===== config.mk =====
export PLATFORM = sky130hd
export DESIGN_NAME = imem_loader
export DESIGN_NICKNAME = d
export VERILOG_FILES = /design/src/rtl/imem_loader.sv
export SDC_FILE = /design/constraint.sdc
export NUM_CORES = 1
export LEC_CHECK = 0
export BUFFER_PORTS_ARGS = -buffer_cell sky130_fd_sc_hd__buf_2
export CAP_MARGIN = 20
export CORE_MARGIN = 2
export CORE_UTILIZATION = 45
export DETAILED_ROUTE_END_ITERATION = 8
export GPL_ROUTABILITY_DRIVEN = 1
export PLACE_DENSITY_LB_ADDON = 0.05
export SYNTH_ARGS = -nofsm -noshare
export SYNTH_HDL_FRONTEND = slang
export SYNTH_SLANG_ARGS = --single-unit

===== constraint.sdc =====
create_clock -name clk -period 3.6 [get_ports clk]
set_clock_uncertainty 0.15 [all_clocks]
set_input_delay 0 -clock clk [delete_from_list [all_inputs] [get_ports clk]]
set_output_delay 0 -clock clk [all_outputs]
set_load 0.05 [all_outputs]

===== src/rtl/imem_loader.sv =====
// rtl/imem_loader.sv - byte-stream loader that fills instruction RAM and releases fetch
module imem_loader #(
    parameter int START_CYCLES = 2,
    parameter int ADDR_WIDTH   = 16
) (
    input  logic                  clk,
    input  logic                  rst,
    input  logic                  byte_valid_i,
    input  logic [7:0]            byte_i,
    output logic                  byte_ready_o,
    input  logic                  reload_i,
    output logic                  imem_we_o,
    output logic [ADDR_WIDTH-1:0] imem_addr_o,
    output logic [15:0]           imem_data_o,
    output logic                  start_o,
    output logic [ADDR_WIDTH-1:0] start_address_o,
    output logic                  busy_o,
    output logic                  done_o
);

    typedef enum logic [2:0] {
        S_ADDR_HI,
        S_ADDR_LO,
        S_CNT_HI,
        S_CNT_LO,
        S_DATA_HI,
        S_DATA_LO,
        S_START,
        S_DONE
    } state_t;

    localparam int SCW = (START_CYCLES > 1) ? $clog2(START_CYCLES) : 1;
    localparam logic [SCW-1:0] START_LAST = SCW'(START_CYCLES - 1);

    state_t                state;
    state_t                nextState;
    logic                  readyReg;
    logic                  reloaded;
    logic [7:0]            hiByte;
    logic [ADDR_WIDTH-1:0] baseReg;
    logic [15:0]           countReg;
    logic [15:0]           idx;
    logic [SCW-1:0]        startCnt;
    logic                  imemWe;
    logic [ADDR_WIDTH-1:0] imemAddr;
    logic [15:0]           imemData;
    logic [ADDR_WIDTH-1:0] startAddr;
    logic                  accept;
    logic [15:0]           fieldWord;

    // readyReg is a registered state decode, so accept never loops back through byte_valid_i
    assign accept    = byte_valid_i && readyReg;
    assign fieldWord = {hiByte, byte_i};

    // State register
    always_ff @(posedge clk or posedge rst) begin
        if (rst) begin
            state <= S_ADDR_HI;
        end else begin
            state <= nextState;
        end
    end

    // Next-state decode: header fields, data words, start pulse, then park in done
    always_comb begin
        nextState = state;
        case (state)
            S_ADDR_HI: if (accept) nextState = S_ADDR_LO;
            S_ADDR_LO: if (accept) nextState = S_CNT_HI;
            S_CNT_HI:  if (accept) nextState = S_CNT_LO;
            S_CNT_LO: begin
                if (accept) begin
                    nextState = (fieldWord == 16'd0) ? S_START : S_DATA_HI;
                end
            end
            S_DATA_HI: if (accept) nextState = S_DATA_LO;
            S_DATA_LO: begin
                if (accept) begin
                    nextState = ((idx + 16'd1) == countReg) ? S_START : S_DATA_HI;
                end
            end
            S_START:   if (startCnt == START_LAST) nextState = S_DONE;
            S_DONE:    if (reload_i) nextState = S_ADDR_HI;
            default:   nextState = S_ADDR_HI;
        endcase
    end

    // Field capture, word write strobe and start-pulse bookkeeping
    always_ff @(posedge clk or posedge rst) begin
        if (rst) begin
            readyReg  <= 1'b1;
            reloaded  <= 1'b0;
            hiByte    <= 8'd0;
            baseReg   <= '0;
            countReg  <= 16'd0;
            idx       <= 16'd0;
            startCnt  <= '0;
            imemWe    <= 1'b0;
            imemAddr  <= '0;
            imemData  <= 16'd0;
            startAddr <= '0;
        end else begin
            imemWe   <= 1'b0;
            readyReg <= (nextState != S_START) && (nextState != S_DONE);
            if (accept) begin
                case (state)
                    S_ADDR_HI, S_CNT_HI, S_DATA_HI: hiByte <= byte_i;
                    S_ADDR_LO: baseReg <= ADDR_WIDTH'(fieldWord);
                    S_CNT_LO: begin
                        countReg <= fieldWord;
                        idx      <= 16'd0;
                    end
                    S_DATA_LO: begin
                        imemWe   <= 1'b1;
                        imemAddr <= baseReg + ADDR_WIDTH'(idx);
                        imemData <= fieldWord;
                        idx      <= idx + 16'd1;
                    end
                    default: ;
                endcase
            end
            if (state == S_START) begin
                startCnt <= startCnt + 1'b1;
            end else begin
                startCnt <= '0;
            end
            if ((nextState == S_START) && (state != S_START)) begin
                startAddr <= baseReg;
            end
            if ((state == S_DONE) && reload_i) begin
                reloaded <= 1'b1;
            end
        end
    end

    // Reset forces ready low immediately; the idle header state only counts as busy after a reload
    assign byte_ready_o    = readyReg && !rst;
    assign imem_we_o       = imemWe;
    assign imem_addr_o     = imemAddr;
    assign imem_data_o     = imemData;
    assign start_o         = (state == S_START);
    assign start_address_o = startAddr;
    assign done_o          = (state == S_DONE);
    assign busy_o          = (state != S_DONE) && !((state == S_ADDR_HI) && !reloaded);

endmodule


* Word level (Yosys, flattened, before mapping)
Index checks and enable logic that the tools add are counted.
** Cells by class
- Reduce and logical (&&, ||, !) cells :: 19
- Equality and inequality tests :: 13
- Mux-type cells :: 15
- Add/sub/neg operators :: 3
** Operator list (number)
- $pmux W16 S2 :: 1
- $mux W3 :: 8
- $pmux W3 S8 :: 1
- $add A16 B1 Y16 const B :: 1
- $add A16 B16 Y16 :: 1
- $eq A16 B16 Y1 :: 1
- $logic_not A16 Y1 :: 1
- $eq A3 B3 Y1 const B :: 5
- $ne A3 B3 Y1 const B :: 4
- $reduce_and A2 Y1 :: 5
- $logic_and A1 B1 Y1 :: 7
- $eq A3 B2 Y1 const B :: 2
- $mux W2 :: 2
- $eq A3 B1 Y1 const B :: 1
- $logic_not A1 Y1 :: 3
- $logic_not A3 Y1 :: 1
- $mux W1 :: 3
- $reduce_or A3 Y1 :: 1
- $reduce_bool A2 Y1 :: 1
- $add A1 B1 Y1 const B :: 1
** Storage, ports and cells
- Bits of input ports :: 12
- Register bits :: 111

* Longest topological paths before layout
Gate-level depths: netlist (run 1).
- Depth in word-level cells :: 7
- Mapped depth :: 11
- Mapped depth without buffers :: 10

* Least setup slack after synthesis (run 1)
No wires, ideal clock.
- Path type :: flip-flop to flip-flop
- Start point :: register idx[0]
- End point :: register startAddr[0] (netlist: start_address_o[0])
- Arrival time :: 2.492 ns
- Clock period less this slack :: 2.767 ns
- Cell stages (with the launch flop) :: 10
- Required time :: 3.325 ns
- Buffers on the path :: 1
- Setup slack :: 0.833 ns
- Path through :: dfrtp_1 > ha_1 > nand3_1 > o21ai_0 > nand4_4 > a2111oi_4 > o2111ai_2 > o22ai_4 > buf_12 > mux2_4
** Between the ends
- Longest elaborated chain between the ends :: 7
** Ends and longest elaborated chain
- start, declared :: line 42 : logic [15:0] idx;
- start signal, assigned :: line 117 : idx <= idx + 16'd1;
- $add A16 B1 Y16 :: line 79 : nextState = ((idx + 16'd1) == countReg) ? S_START : S_DATA_HI;
- $eq A16 B16 Y1 :: line 79
- $mux W2 :: line 79
- $mux W3 :: line 78 : if (accept) begin
- $pmux W3 S8 :: line 67 : case (state)
- $eq A3 B3 Y1 :: line 127 : if ((nextState == S_START) && (state != S_START)) begin
- $logic_and A1 B1 Y1 :: line 127
- end signal, assigned :: line 128 : startAddr <= baseReg;
- end, declared :: line 47 : logic [ADDR_WIDTH-1:0] startAddr;
Every way passes these cells.
A chain may end at the register's enable or synchronous reset.

* Worst setup path in the final report (run 1)
- Start point :: register idx[0]
- End point :: register startAddr[12] (netlist: start_address_o[12])
Same word-level chain as after synthesis.

==> impl_metrics.yaml, run 1 <==
power:
  power_frac_seq: 0.394
  comb_power_share: 0.409
  power_switching_w: 0.00229
  leakage_nw: 3.07
  p_clk_frac: 0.197
  vdd_ir_drop_max_mv: 0.485
  total_power_w: 0.00531
  p_per_area_nw_per_um2: 804
  swShare: 0.432
  p_int_w: 0.00302
sta:
  setup_viol: 0
  slew_headroom: 0.361
  fin_crit_ps: 3170
  rsz0062_at_grt: "false"
  slew_viol_final: 0
  holdWs_ps: 251
  final.setup.tns_ps: 0
  max_freq_mhz: 315
  period_share: 0.881
  tightest_slew_ps: 959
  hold_violations: 0
critical_path:
  cp_data_arrival_time_ps: 3270
  crit_type: "reg -> reg"
  worstPathMaxFanout: 16
  start_kind: "register"
  critPathSlowestCell: "dfrtp_1"
  path_cells: "ha_1, nand3_1, o21ai_0, nand4_4, a2111oi_4, o2111ai_2, o22ai_4, buf_4, mux2_2"
  cp.required_ps: 3690
  cp_slowest_stage_delay_ps: 490
  end_kind: "register"
worst_hold_path:
  holdCritPathClass: "in -> async"
floorplanning:
  die_area_sq_um: 13600
  die_w_um: 117
  io_pins: 65
  num_rows: 41
  core-area_sq_um: 12500
  start_util: 0.457
  die_y_um: 117
detailed_routing:
  m1WireLength_um: 6840
  dr_wl_met2_um: 6410
  postRouteAntennaNets: 0
  route.met3.wl_um: 459
  top_layer_used: "met4"
  dr.pass1.iters: 4
  dr_total_vias: 4187
  routed_via_density: 5.33
  drt_wl_total_um: 13900
  drcViolationCount: 0
  wl_per_cell_um: 17.7
  dr.first_iter.drc_count: 244
synthesis:
  syn_inst: 542
  synth_top_family_by_area: "simple AND/OR/NAND/NOR gates"
  ys_top_cells_by_area: "dfrtp_1 (48%), mux2_2 (9.1%), nand2_1 (5.6%)"
  synth_edf_count: 0
  yosysMostFrequentCell: "dfrtp_1"
  ys_seq_area_frac: 0.486
  ys_ff_latch: 111
  synth_fa_ha_area_frac: 0.0385
  avgSynthCellArea_sq_um: 10.5
  synth.cell_area_sq_um: 5710
  netlist_top_cells_count: "dfrtp_1 (110), nand2_1 (86), mux2_2 (46), o21ai_0 (46), a21oi_1 (22)"
  synth-warning-count: 0
  synthMuxAreaShare: 0.120
  synthSimpleGateAreaFrac: 0.148
  synthXorXnorAreaFrac: 0.0521
  netlist-cell-type-count: 60
  synth_flop_cell: "dfrtp_1"
  syn_nets: 571
  synth_compound_area_frac: 0.123
  synthArstFlopShare: 1.00
  synthDominantCellAreaShare: 0.482
  yosysTopAreaCell: "dfrtp_1"
clock_network:
  cts_num_sinks: 111
  clock_path_buffers: 2
  tritoncts: "yes"
  cts_hold_buf: 11
  clock_latency_ps: 360
  cts_setup_buffers: 0
  path_clk_slew_ps: 70
  cts-buffers-inserted: 9
  cts_resized: 0
  cts-root-buf: "clkbuf_16"
  cts-htree-levels: 3
outcome:
  outcome: "finished, final reports clean"
grt:
  track_usage: 0.221
  antenna_found_initial: 0
  grt_max_degree: 79
  grt_overflow: 0
  grt_pass1_wl_um: 22800
  grt_pass1_vias: 4152
final_layout:
  nets: 637
  antenna_cells: 0
  fill_cells: 1200
  areaGrowthSynthToFinish_pct: 15.5
  drive_above_1_share: 0.269
place:
  port_buffers: 64
  place_hpwl_um: 10000
  gp_congestion: 0.885
run:
  maxCapViolCount: 0
## stage by stage
| stage | utilization | cells | worst slack [ps] | area, sq um |
|---|---|---|---|---|
| 2_1_floorplan | - | 542 | 521 | 5710 |
| 6_report | 0.527 | 785 | 427 | 6600 |
| 5_1_grt | 0.527 | 785 | 215 | 6600 |
| 3_3_place_gp | 0.494 | 758 | 539 | 6180 |
| 4_1_cts | 0.527 | 785 | 421 | 6600 |
| 3_5_place_dp | 0.494 | 758 | 474 | 6180 |
## power by group through the flow
stage	combinational (W)	sequential, W	clock, W
6_report	0.00217	0.00209	0.00104
5_1_grt	0.00237	0.00215	0.00112
4_1_cts	0.00219	0.00210	0.00107
3_5_place_dp	0.00217	0.00213	0
3_3_place_gp	0.00217	0.00212	0
2_1_floorplan	0.00116	0.00253	0
## final timing paths
kind                                    startpoint                               to  slack [ps]  cells after the start
worst max-delay path            idx[0]$_DFFE_PP0P_  start_address_o[12]$_DFFE_PP0P_         430                      9
worst min register to register  startCnt$_DFF_PP0_               startCnt$_DFF_PP0_         290                      1
min in group clk                startCnt$_DFF_PP0_               startCnt$_DFF_PP0_         290                      1
worst min-delay path                           rst               state[0]$_DFF_PP0_         250                      3
worst max register to register  idx[0]$_DFFE_PP0P_  start_address_o[12]$_DFFE_PP0P_         430                      9
max in group asynchronous                      rst       imem_addr_o[6]$_DFFE_PP0P_        2200                      4
## final cells by class
class | count | area, sq um | share of cell area
flip-flops and latches | 111 | 2780 | 0.421
multi-input cells | 393 | 2750 | 0.417
repair buffers | 84 | 498 | 0.0755
clock buffers | 12 | 256 | 0.0389
well taps | 172 | 215 | 0.0326
clock inverters | 4 | 53.8 | 0.00815
inverters | 9 | 41.3 | 0.00626
## per-layer routing
layer | GRT usage | vias up
li1 | - | 2045
met1 | 0.316 | 2043
met2 | 0.351 | 84
met3 | 0.0285 | 15
met4 | 0.0729 | 0
met5 | 0 | -
## cells by family (layout without fill, tap and decap cells)
| logic type | Yosys count | after routing |
|---|---|---|
| simple gates | 176 | 176 |
| buf+inv | 38 | 109 |
| mux | 58 | 58 |
| xor+xnor | 34 | 34 |
| compound gates | 108 | 108 |
| fa+ha+maj | 17 | 17 |
| flops | 111 | 111 |
## worst max-delay path, delay by kind of cell, from the launching register on
family / cells / cell delay [ps]
buffers and inverters: 1 / 310
flip-flops: 1 / 490
AO/OA/AOI/OAI: 4 / 1040
AND/OR/NAND/NOR: 2 / 360
multiplexers: 1 / 380
adder cells (fa/ha/maj): 1 / 320
## sequential cells by signal (all words and copies together), names as in the netlist
register / count
imem_we_o: 1
idx: 16
hiByte: 8
reloaded: 1
imem_data_o: 16
start_address_o: 16
countReg: 16
baseReg: 16
readyReg: 1
state: 3
startCnt: 1
imem_addr_o: 16
## layout by cell type, fill, tap and decap left out, drive strengths merged, types with 5 or more instances in the layout
master / count
dfrtp: 110
nand2: 86
buf: 73
mux2: 56
o21ai: 46
nor2: 23
a21oi: 22
nand3: 20
xnor2: 17
xor2: 17
ha: 16
nor3: 12
clkbuf: 12
dlygate4sd3: 11
a31oi: 8
inv: 8
nor4: 7
and3: 7
nand2b: 6
o31ai: 5
(Power assumes the default switching activity.)
==> inputs of run 2 (changes only) <==
- PLACE_DENSITY_LB_ADDON: 0.05 -> 0.2
==> run 2 against run 1 <==
  * Sequential cell count unchanged
  * Clock-buffer cell count decreased by 2
  * Critical endpoint is now start_address_o[14]$_DFFE_PP0P_
  * Register-to-register slack improved by 40 ps
  * Largest cell class unchanged
==> impl_metrics.yaml, run 2 (same netlist as run 1, synthesis figures left out) <==
outcome:
  outcome: "finished, final reports clean"
final_layout:
  fin_cells: 785
  antenna_cells: 0
  final_cell_mix: "dfrtp_1 (110), nand2_1 (86), buf_2 (64)"
  areaGrowthSynthToFinish_pct: 15.5
  drive_above_1_share: 0.271
  nets: 637
  layout_commonest_cell: "dfrtp_1"
clock_network:
  clock_path_buffers: 2
  cts-root-buf: "clkbuf_16"
  cts_resized: 0
  cts_hold_buf: 11
  cts_num_sinks: 111
  cts-htree-levels: 3
  path_clk_slew_ps: 80
  cts_setup_buffers: 0
  tritoncts: "yes"
  cts-buffers-inserted: 9
  clock_latency_ps: 360
place:
  place_hpwl_um: 9810
  gp_congestion: 0.927
  port_buffers: 64
  dp_cells: 758
critical_path:
  worstPathMaxFanout: 16
  path_buf_inv: 1
  end_kind: "register"
  cp.required_ps: 3690
  cp.depth: 9
  start_kind: "register"
  reg2reg_slack_ps: 460
  crit_family: "compound AO/OA/AOI/OAI gates"
  cp_data_arrival_time_ps: 3230
  cp_slowest_stage_delay_ps: 500
  path_cells: "ha_1, nand3_1, nor2_2, o21ai_0, a2111oi_2, o2111ai_2, o22ai_4, buf_4, mux2_2"
  crit_type: "reg -> reg"
  reg2reg_depth: 9
  critPathSlowestCell: "dfrtp_1"
detailed_routing:
  drt_wl_total_um: 13800
  dr_total_vias: 4289
  routed_via_density: 5.46
  dr.pass1.iters: 6
  drcViolationCount: 0
  wl_per_cell_um: 17.6
  postRouteAntennaNets: 0
  dr.first_iter.drc_count: 324
floorplanning:
  die_y_um: 117
  num_rows: 41
  io_pins: 65
  die_area_sq_um: 13600
  die_w_um: 117
  start_util: 0.457
  core-area_sq_um: 12500
sta:
  rsz0062_at_grt: "false"
  hold_violations: 0
  slew_viol_final: 0
  slew_headroom: 0.405
  fin_crit_ps: 3140
  setup_viol: 0
  holdWs_ps: 250
  tightest_slew_ps: 893
  period_share: 0.871
  final.setup.tns_ps: 0
  max_freq_mhz: 319
grt:
  grt_pass1_wl_um: 22500
  grt_overflow: 0
  grt_pass1_vias: 4149
  track_usage: 0.220
  grt_max_degree: 72
  antenna_found_initial: 0
power:
  total_power_w: 0.00532
  leakage_nw: 3.09
  vdd_ir_drop_max_mv: 0.438
  p_per_area_nw_per_um2: 806
worst_hold_path:
  holdCritPathClass: "in -> async"
run:
  maxCapViolCount: 0
run 2: per-layer routing:
metal | up-vias | global-route usage | wire (um)
li1 | 2055 | - | -
met4 | 0 | 0.116 | 473
met3 | 26 | 0.0270 | 558
met5 | - | 0 | 0
met1 | 2099 | 0.312 | 6540
met2 | 109 | 0.331 | 6220
run 2: area by class of cell:
type                            count  area (sq um)
Multi-Input combinational cell    393          2750
Tap cell                          172           215
Clock buffer                       10           239
Inverter                            9          41.3
Sequential cell                   111          2780
Fill cell                        1184          5920
Clock inverter                      6          75.1
Timing Repair Buffer               84           498
run 2: metrics by stage:
stage | instance area (sq um) | worst slack (ps) | util
finish | 6600 | 465 | 0.527
global route | 6600 | 246 | 0.527
CTS | 6600 | 487 | 0.527
detailed placement | 6180 | 503 | 0.494
global placement | 6180 | 572 | 0.494
floorplan | 5710 | 521 | -
run 2: worst register-to-register path: stages (launching register included):
cell and delay, ps:
dfrtp_1 500, ha_1 310, nand3_1 200, nor2_2 300, o21ai_0 160, a2111oi_2 360
o2111ai_2 220, o22ai_4 130, buf_4 320, mux2_2 380
run 2: final timing paths:
check,from,endpoint
worst max-delay path,idx[0]$_DFFE_PP0P_,start_address_o[14]$_DFFE_PP0P_
worst min-delay path,rst,countReg[15]$_DFFE_PP0P_
worst max register to register,idx[0]$_DFFE_PP0P_,start_address_o[14]$_DFFE_PP0P_
worst min register to register,startCnt$_DFF_PP0_,startCnt$_DFF_PP0_
max in group asynchronous,rst,baseReg[11]$_DFFE_PP0P_
min in group clk,startCnt$_DFF_PP0_,startCnt$_DFF_PP0_
run 2: power by group:
part | switching [W] | internal [W]
Combinational | 0.00142 | 0.000758
Sequential | 0.000414 | 0.00168
Clock | 0.000480 | 0.000570
Total | 0.00231 | 0.00301
